`src/rtl/uart_pkg.sv`:
```
// Shared UART definitions used by both the transmit and receive paths:
// default rates, bit-period arithmetic, frame levels and TX state encoding.
package uart_pkg;

   localparam int CLK_FREQ_DEF = 50_000_000;
   localparam int UART_BPS_DEF = 9600;

   localparam int   DATA_BITS = 8;
   localparam logic START_LVL = 1'b0;
   localparam logic STOP_LVL  = 1'b1;
   localparam logic IDLE_LVL  = 1'b1;

   typedef enum logic [1:0] {
      TX_IDLE  = 2'd0,
      TX_START = 2'd1,
      TX_DATA  = 2'd2,
      TX_STOP  = 2'd3
   } tx_state_t;

   // Clock cycles per bit, integer-truncated; callers keep it within 2..65535.
   function automatic int calc_bps_cnt(input int clk_freq, input int uart_bps);
      return clk_freq / uart_bps;
   endfunction

endpackage

```
`src/rtl/uart_send_if.sv`:
```
// Byte-request handshake and serial output of the UART transmitter.
interface uart_send_if;

   logic       uart_en;
   logic [7:0] uart_din;
   logic       uart_ready;
   logic       uart_txd;
   logic       tx_done;

   modport master (
      output uart_en,
      output uart_din,
      input  uart_ready,
      input  uart_txd,
      input  tx_done
   );

   modport slave (
      input  uart_en,
      input  uart_din,
      output uart_ready,
      output uart_txd,
      output tx_done
   );

endinterface

```
`src/rtl/uart_baud_tick.sv`:
```
// Bit-period counter: counts clock cycles within one bit and flags the last
// cycle of the bit. Kept separate so the receiver can reuse it.
module uart_baud_tick #(
   parameter int BPS_CNT = 5208
) (
   input  logic sys_clk,
   input  logic sys_rst_n,
   input  logic en,
   input  logic clr,
   output logic bit_end
);

   localparam logic [15:0] LAST_CNT = 16'(BPS_CNT - 1);

   logic [15:0] clk_cnt;

   always_ff @(posedge sys_clk or negedge sys_rst_n) begin
      if (!sys_rst_n) begin
         clk_cnt <= '0;
      end else if (clr) begin
         clk_cnt <= '0;
      end else if (en) begin
         clk_cnt <= bit_end ? 16'd0 : clk_cnt + 16'd1;
      end
   end

   assign bit_end = (clk_cnt == LAST_CNT);

endmodule

```
`src/rtl/uart_send.sv`:
```
// 8N1 UART transmitter: latches one byte per accepted request and shifts it
// out LSB first between a start and a stop bit, all outputs from flops.
module uart_send
   import uart_pkg::*;
#(
   parameter int CLK_FREQ = CLK_FREQ_DEF,
   parameter int UART_BPS = UART_BPS_DEF
) (
   input  logic       sys_clk,
   input  logic       sys_rst_n,
   uart_send_if.slave bus
);

   localparam int BPS_CNT = calc_bps_cnt(CLK_FREQ, UART_BPS);

   tx_state_t  state;
   logic [7:0] shreg;
   logic [2:0] bit_cnt;
   logic       txd;
   logic       ready;
   logic       done;
   logic       accept;
   logic       bit_end;
   logic       busy;

   assign accept = bus.uart_en && ready;
   assign busy   = (state != TX_IDLE);

   uart_baud_tick #(
      .BPS_CNT (BPS_CNT)
   ) u_baud_tick (
      .sys_clk   (sys_clk),
      .sys_rst_n (sys_rst_n),
      .en        (busy),
      .clr       (accept),
      .bit_end   (bit_end)
   );

   always_ff @(posedge sys_clk or negedge sys_rst_n) begin
      if (!sys_rst_n) begin
         state   <= TX_IDLE;
         shreg   <= '0;
         bit_cnt <= '0;
         txd     <= IDLE_LVL;
         ready   <= 1'b1;
         done    <= 1'b0;
      end else begin
         done <= 1'b0;
         case (state)
            TX_IDLE: begin
               // ready is only high here, so a request while busy is simply dropped
               if (accept) begin
                  shreg <= bus.uart_din;
                  state <= TX_START;
                  txd   <= START_LVL;
                  ready <= 1'b0;
               end
            end
            TX_START: begin
               if (bit_end) begin
                  state   <= TX_DATA;
                  bit_cnt <= '0;
                  txd     <= shreg[0];
               end
            end
            TX_DATA: begin
               if (bit_end) begin
                  if (bit_cnt == 3'(DATA_BITS - 1)) begin
                     state <= TX_STOP;
                     txd   <= STOP_LVL;
                  end else begin
                     shreg   <= shreg >> 1;
                     bit_cnt <= bit_cnt + 3'd1;
                     txd     <= shreg[1];
                  end
               end
            end
            TX_STOP: begin
               if (bit_end) begin
                  state <= TX_IDLE;
                  txd   <= IDLE_LVL;
                  ready <= 1'b1;
                  done  <= 1'b1;
               end
            end
         endcase
      end
   end

   assign bus.uart_txd   = txd;
   assign bus.uart_ready = ready;
   assign bus.tx_done    = done;

endmodule

```
`src/flat_wrapper.sv`:
```
// flat-port wrapper written by rule: the top's interface ports become plain ports
module uart_send_flat import uart_pkg::*;
#(
   parameter int CLK_FREQ = CLK_FREQ_DEF,
   parameter int UART_BPS = UART_BPS_DEF
)
  (sys_clk, sys_rst_n, bus_uart_en, bus_uart_din, bus_uart_ready, bus_uart_txd, bus_tx_done);
  uart_send_if bus_i ();
  input  logic sys_clk;
  input  logic sys_rst_n;
  input wire logic [$bits(bus_i.uart_en)-1:0] bus_uart_en;
  input wire logic [$bits(bus_i.uart_din)-1:0] bus_uart_din;
  output wire logic [$bits(bus_i.uart_ready)-1:0] bus_uart_ready;
  output wire logic [$bits(bus_i.uart_txd)-1:0] bus_uart_txd;
  output wire logic [$bits(bus_i.tx_done)-1:0] bus_tx_done;
  assign bus_i.uart_en = bus_uart_en;
  assign bus_i.uart_din = bus_uart_din;
  assign bus_uart_ready = bus_i.uart_ready;
  assign bus_uart_txd = bus_i.uart_txd;
  assign bus_tx_done = bus_i.tx_done;
  uart_send #(.CLK_FREQ(CLK_FREQ), .UART_BPS(UART_BPS)) u_core (.sys_clk(sys_clk), .sys_rst_n(sys_rst_n), .bus(bus_i));
endmodule
```
`config.mk`:
```
export PLATFORM = sky130hd
export DESIGN_NAME = uart_send_flat
export DESIGN_NICKNAME = d
export VERILOG_FILES = /design/src/rtl/uart_pkg.sv /design/src/rtl/uart_send_if.sv /design/src/rtl/uart_baud_tick.sv /design/src/rtl/uart_send.sv /design/src/flat_wrapper.sv
export SDC_FILE = /design/constraint.sdc
export NUM_CORES = 1
export LEC_CHECK = 0
export BUFFER_PORTS_ARGS = -buffer_cell sky130_fd_sc_hd__buf_2
export CORE_ASPECT_RATIO = 1.4
export CORE_MARGIN = 2
export CORE_UTILIZATION = 55
export CTS_CLUSTER_SIZE = 24
export DETAILED_ROUTE_END_ITERATION = 10
export PLACE_DENSITY = 0.72
export RECOVER_POWER = 25
export SYNTH_ARGS = -nofsm -noshare
export SYNTH_HDL_FRONTEND = slang
export SYNTH_SLANG_ARGS = --single-unit
```
`constraint.sdc`:
```
create_clock -name sys_clk -period 2.8 [get_ports sys_clk]
set_input_delay 0.42 -clock sys_clk [delete_from_list [all_inputs] [get_ports sys_clk]]
set_output_delay 0.42 -clock sys_clk [all_outputs]
set_load 0.01 [all_outputs]
```
# Word level (Yosys, flattened, before mapping)
# Index checks and enable logic that the tools add are counted.
[totals]
output_inout_bits = 3
input_bits = 11
latchBits = 0
regBits = 32
mem_bits_rw = 0
mem_count = 0
wordCells = 58
romBits = 0
[classes]
n_div = 0
add_sub_neg = 2
n_lt_le_gt_ge = 0
n_mux = 26
reduce_logical = 12
shifts = 0
n_eq_ne = 11
n_bitwise = 0
n_mul = 0
[ops]
columns = ["op", "count"]
rows = [
  ["16-bit 2-to-1 mux", 3],
  ["8-bit 2-to-1 mux", 3],
  ["16-bit by 1-bit adder with 16-bit output, second input constant", 1],
  ["16-bit by 13-bit == test with 1-bit output, second input constant", 1],
  ["8-bit case mux with 2 select lines", 1],
  ["4-bit AND reduction", 3],
  ["2-bit 2-to-1 mux", 5],
  ["2-bit nonzero test", 5],
  ["3-bit 2-to-1 mux", 3],
  ["2-bit != test, second input constant", 4],
  ["2-bit case mux with 4 select lines", 1],
  ["1-bit 2-to-1 mux", 7],
  ["3-bit case mux with 2 select lines", 1],
  ["5-bit AND reduction", 1],
  ["2-bit == test, second input constant", 2],
  ["2-bit by 1-bit != test with 1-bit output, second input constant", 2],
  ["1-bit case mux with 4 select lines", 1],
  ["3-bit by 1-bit adder with 3-bit output, second input constant", 1],
  ["3-bit == test, second input constant", 1],
  ["3-bit AND reduction", 1],
  ["2-bit by 1-bit == test with 1-bit output, second input constant", 1],
  ["2-bit logical NOT", 1],
  ["1-bit case mux with 2 select lines", 1],
  ["1-bit logical AND", 1],
]

# Longest topological paths before layout
[depth]
word_depth = 4
mapped_depth = 7
mapped_depth_nobuf = 6

# Hierarchy
# A second synthesis with hierarchy kept.
[unflattened]
cells_unflattened = 171
area_unflattened_um2 = 1808.0
[modules_own_cells]
columns = ["mod", "cells_per_inst", "n_inst", "seq_area_each_um2", "area_each_um2"]
rows = [
  ["uart_send", 81, 1, 402.9, 929.6],
  ["uart_baud_tick", 90, 1, 400.4, 878.3],
]

# Worst setup path after synthesis
# No wires, ideal clock.
[synth_timing]
path_kind = "register to register"
start = "reg u_core.bit_cnt[0]"
end = "reg u_core.shreg[6]"
t_required_ns = 2.680
t_arrival_ns = 1.868
setup_slack_ns = 0.811
path_buffers = 1
setup_time_ns = 0.120
period_less_slack_ns = 1.989
path_stages_with_launch = 8
path_cell_list = "dfrtp_1 -> ha_1 -> ha_1 -> clkbuf_1 -> nor4b_1 -> nand4b_1 -> o31a_1 -> o211a_1"
[synth_between]
elab_chain_cells = 3
[synth_rtl]
columns = ["item", "line_no", "source"]
rows = [
  ["start: declaration", "uart_send.sv:18", "logic [2:0] bit_cnt;"],
  ["start signal: assignment", "uart_send.sv:73", "bit_cnt <= bit_cnt + 3'd1;"],
  ["3-bit == test", "uart_send.sv:68", "if (bit_cnt == 3'(DATA_BITS - 1)) begin"],
  ["2-bit != test (no source line)", "--", ""],
  ["4-bit AND reduction (no source line)", "--", ""],
  ["end signal: assignment", "uart_send.sv:53", "shreg <= bus.uart_din;"],
  ["end signal: assignment", "uart_send.sv:72", "shreg <= shreg >> 1;"],
  ["end: declaration", "uart_send.sv:17", "logic [7:0] shreg;"],
]
# Every way passes these cells.
# A chain may end at the register's enable or synchronous reset.

# Final worst setup path
# Same ends and word-level chain as after synthesis.

==> summary by stage <==
Yosys
The count of mapped cells out of synthesis is 246. The synthesized area divided by synthesized cell count is 8.59 um2. The flip-flop and latch count after synthesis is 32. The distinct cell type count of the synthesized netlist is 44. The sequential fraction of the synthesis area is a little under two fifths. The area of the mapped netlist is between 0.002 and 0.0025 mm2. The total of warnings raised by yosys is 0.

The net count of the mapped netlist is approximately 270.

Routing
After detailed routing, the number of remaining DRC violations is 0. Routed signal wires occupy layers up through met4. The met3 wire length is 238 um. The detail route stage leaves a number of antenna-violating nets equal to 0. Detailed routing placed a total of 2.72 mm of wire on met2. The met1 layer wirelength in the final routing is roughly 2.2 mm. Detailed routing inserted a total of approximately 2.0k vias. Dividing the detail-routed via count by the number of cells gives 6.51. In the final routed layout, each cell accounts on average for between 15 and 20 um. The first detailed-routing pass ran for 4 iterations. The final layout contains routed wiring with a total length of 5.25 mm. For this block, the initial DRC count from the detailed router was 88.

Clock network
Clock-pin slew was measured on the worst setup and hold paths at 70 ps. TritonCTS built the clock tree. Post-CTS timing repair inserted 0 buffers for setup. The count of instances resized after the clock tree is built is 0. The CTS H-tree depth is 2.

The number of hold buffers added after CTS was 0. In this run the clock root is driven by a sky130_fd_sc_hd__clkbuf_8. The total number of clock tree sinks is 32. In this run the deepest clock path goes through 2 buffers.

The number of buffers created by CTS is 5. For the worst-skew pair, the clock arrives at the later sink with an insertion delay of 290 ps.

Critical path
The endpoint arrival time on the critical path is around 2200 ps. The data required time of the critical path is 2990 ps. The worst setup path is of the reg -> reg kind. STA classifies the critical path endpoint as a flip-flop. Walking the worst path, the cells encountered are ha_1 -> ha_1 -> nor4b_1 -> nand4b_1 -> o31a_1 -> o211a_1.

The cell family contributing the most delay on the critical path is simple AND/OR/NAND/NOR gates. The maximum fanout along the worst path is 7. The slowest stage cell on the critical path is sky130_fd_sc_hd__dfrtp_1.

For this run, the slowest stage of the critical path takes 400 ps. The worst setup path is launched from a flip-flop. By instance count, the cell type seen most on the critical path is sky130_fd_sc_hd__ha_1.

Counting both buffers and inverters, the worst setup path holds a total of 0.

Finish
For this run, the share of the core covered by cells in the final layout is 62.7%. The post-layout instance count excluding filler cells is 301. At the end of the flow, the number of nets in the layout was ~280. Cells with a size suffix above 1 make up 11.6% of the layout. The antenna cell count is 0. With fillers left out, the area of the finished cells amounts to between 0.002 and 0.0025 mm2. The relative area change from synthesis to final layout is 9.18%.

Timing
Setup total negative slack on the finished layout was measured at 0 ps. Derived from the worst setup path, the maximum achievable clock frequency is 494 MHz. The number of hold violations in the final report came to 0. The number of max-slew violations in the final report is 33. Headroom to the max-slew limit came out at -18.7%. The post-route clock period utilization is 72.3%. The count of final setup violators is 0. The slew at the pin closest to its max-slew limit is 1780 ps. The worst path needs a little over 2000 ps of the cycle, external delays included.

Setup repair after global routing left no endpoint under its margin. The worst clock skew on the final layout is approximately 9 ps. The tightest hold path in the finished design has a slack of 479 ps.

Place
Once placement completed, the tool counted placed cells totaling slightly below 300. The count of buffers from port buffering is 13. The post-DP HPWL is about 3.6 mm. The congestion estimate from routability-driven global placement came to slightly below 0.9. Summing all placed instances gives a cell area of between 0.002 and 0.0025 mm2.

Floorplanning
The initial core utilization is 57.5%. The die is 56.4 um wide. The area of the placeable core is 0.00368 mm2. The die outline area is 0.00436 mm2. The die is around 77 um tall. After floorplanning, the core was divided into 26 placement rows. The number of placed I/O pins is 14.

Pwr
The reported leakage power is 0.948 nW. Dividing total power by cell area gives a power density of around 380 mW/mm2. The worst supply voltage drop on vdd is roughly 0.32 mV.

Flow run
The max-cap check violation count is 1.

Global routing
The initial antenna violation count came to 0. Global routing used a little over a quarter of the available tracks. The aggregate global routing overflow is 0. Entering global routing, the biggest net connects 34 pins. The first global-routing pass estimated 8.96 mm of wire. The number of global-route vias before repair came to 1880.

Run status
The checks that failed: capacitance limit, slew limit. The run finished, with violations left.

Hold path
The type of the most critical hold path is in -> reg.
==> final timing paths <==
check | startpoint | end | slack, ps | cells past startpoint
max | u_core.bit_cnt[0] | u_core.shreg[6] | 780 | 6
min | bus_uart_en | u_core.bus.uart_ready | 480 | 4
max reg2reg | u_core.bit_cnt[0] | u_core.shreg[6] | 780 | 6
min reg2reg | u_core.u_baud_tick.clk_cnt[13] | u_core.u_baud_tick.clk_cnt[13] | 560 | 1
max in group asynchronous | sys_rst_n | u_core.bit_cnt[1] | 1170 | 1
min in group asynchronous | sys_rst_n | u_core.shreg[3] | 590 | 1
==> layout by cell type (no fill, tap or decap), types with 7 or more instances in the layout <==
| cell | n |
|---|---|
| sky130_fd_sc_hd__dfrtp_1 | 30 |
| sky130_fd_sc_hd__o21ai_0 | 21 |
| sky130_fd_sc_hd__nand2_1 | 20 |
| sky130_fd_sc_hd__nor2_1 | 18 |
| sky130_fd_sc_hd__a31oi_1 | 13 |
| sky130_fd_sc_hd__nor4_1 | 12 |
| sky130_fd_sc_hd__buf_2 | 12 |
| sky130_fd_sc_hd__inv_1 | 11 |
| sky130_fd_sc_hd__nor2b_1 | 8 |
| sky130_fd_sc_hd__ha_1 | 8 |
| sky130_fd_sc_hd__o31ai_1 | 7 |
==> power by group <==
| group | internal [mW] | switching [mW] |
|---|---|---|
| clock network | 0.196 | 0.181 |
| logic | 0.0130 | 0.0246 |
| registers | 0.466 | 0.00432 |
==> synthesized netlist by cell type <==
master                     count  area share (%)
sky130_fd_sc_hd__a21boi_0      1            0.36
sky130_fd_sc_hd__dfstp_2       2             2.5
sky130_fd_sc_hd__a22o_1        4             1.7
sky130_fd_sc_hd__inv_1        11             2.0
sky130_fd_sc_hd__o31a_1        1            0.41
sky130_fd_sc_hd__a21oi_1       6             1.4
sky130_fd_sc_hd__xnor2_1       3             1.2
sky130_fd_sc_hd__a221oi_1      6             2.5
sky130_fd_sc_hd__nand3b_1      1            0.36
sky130_fd_sc_hd__o211ai_1      2            0.71
sky130_fd_sc_hd__a32o_1        1            0.47
sky130_fd_sc_hd__nand3_1       6             1.4
sky130_fd_sc_hd__nand2b_2      1            0.41
sky130_fd_sc_hd__nor2_1       18             3.2
sky130_fd_sc_hd__o22ai_1       1            0.30
sky130_fd_sc_hd__nand4b_1      2            0.83
sky130_fd_sc_hd__nor3_1        6             1.4
sky130_fd_sc_hd__o211a_1       2            0.95
sky130_fd_sc_hd__ha_1          8             4.7
sky130_fd_sc_hd__nor3b_1       4             1.4
sky130_fd_sc_hd__nand2_1      20             3.6
sky130_fd_sc_hd__mux2_1        1            0.53
sky130_fd_sc_hd__nand4_1       5             1.5
sky130_fd_sc_hd__and4_4        1            0.53
sky130_fd_sc_hd__o21ai_0      21             5.0
sky130_fd_sc_hd__dfrtp_1      30              36
sky130_fd_sc_hd__o32a_1        1            0.47
sky130_fd_sc_hd__and2_1        3            0.89
sky130_fd_sc_hd__o21ai_1       2            0.47
sky130_fd_sc_hd__nor2b_1       8             2.4
sky130_fd_sc_hd__nand2b_1      6             1.8
sky130_fd_sc_hd__clkbuf_1     13             2.3
sky130_fd_sc_hd__and4_1        1            0.41
sky130_fd_sc_hd__a311o_1       1            0.47
sky130_fd_sc_hd__and4b_1       2            0.95
sky130_fd_sc_hd__and4bb_1      1            0.59
sky130_fd_sc_hd__o31ai_1       7             2.5
sky130_fd_sc_hd__or4_1         6             2.1
sky130_fd_sc_hd__buf_6         1            0.53
sky130_fd_sc_hd__nor4_1       12             3.6
sky130_fd_sc_hd__a31oi_1      13             3.9
sky130_fd_sc_hd__o221ai_1      1            0.41
sky130_fd_sc_hd__nor4b_1       2            0.83
sky130_fd_sc_hd__or3_1         2            0.59
==> registers in the layout, indices dropped and copies added (netlist names) <==
name,flops
u_core.u_baud_tick.clk_cnt,16
u_core.shreg,8
u_core.bit_cnt,3
u_core.state,2
u_core.bus.tx_done,1
u_core.bus.uart_ready,1
u_core.bus.uart_txd,1
==> tightest hold or removal path, cell delays in order <==
cell and delay (ps):
sky130_fd_sc_hd__buf_2 120, sky130_fd_sc_hd__inv_1 40, sky130_fd_sc_hd__o21ai_0 70, sky130_fd_sc_hd__o21ai_0 80
==> through the flow <==
stage	setup slack (ps)	total power [mW]
CTS	769	0.892
global placement	820	0.517
finish	777	0.885
floorplan	811	0.494
global route	412	0.915
detailed placement	770	0.517
==> kinds of logic after synthesis <==
family | after synthesis | share of synthesized area [%]
and+or+nand+nor | 107 | 28.7
AOI/OAI and AO/OA | 70 | 21.9
DFF | 32 | 38.0
buffers and inverters | 25 | 4.80
adders and majority gates | 8 | 4.74
xor gates and xnor gates | 3 | 1.24
muxes | 1 | 0.533
==> cell type report <==
class	instances	area, um2
fill	331	1370
multi-input combinational	189	1210
sequential	32	803
timing repair buffer	19	109
clock buffer	6	82.6
tap	42	52.6
inverter	11	41.3
clock inverter	2	10.0
==> per-layer routing <==
metal,up-vias,global-route usage (%)
met5,-,0
met4,0,11.0
met3,7,5.40
met2,47,43.5
met1,948,32.7
li1,958,-
No activity file was read; power rests on OpenSTA's default activity.
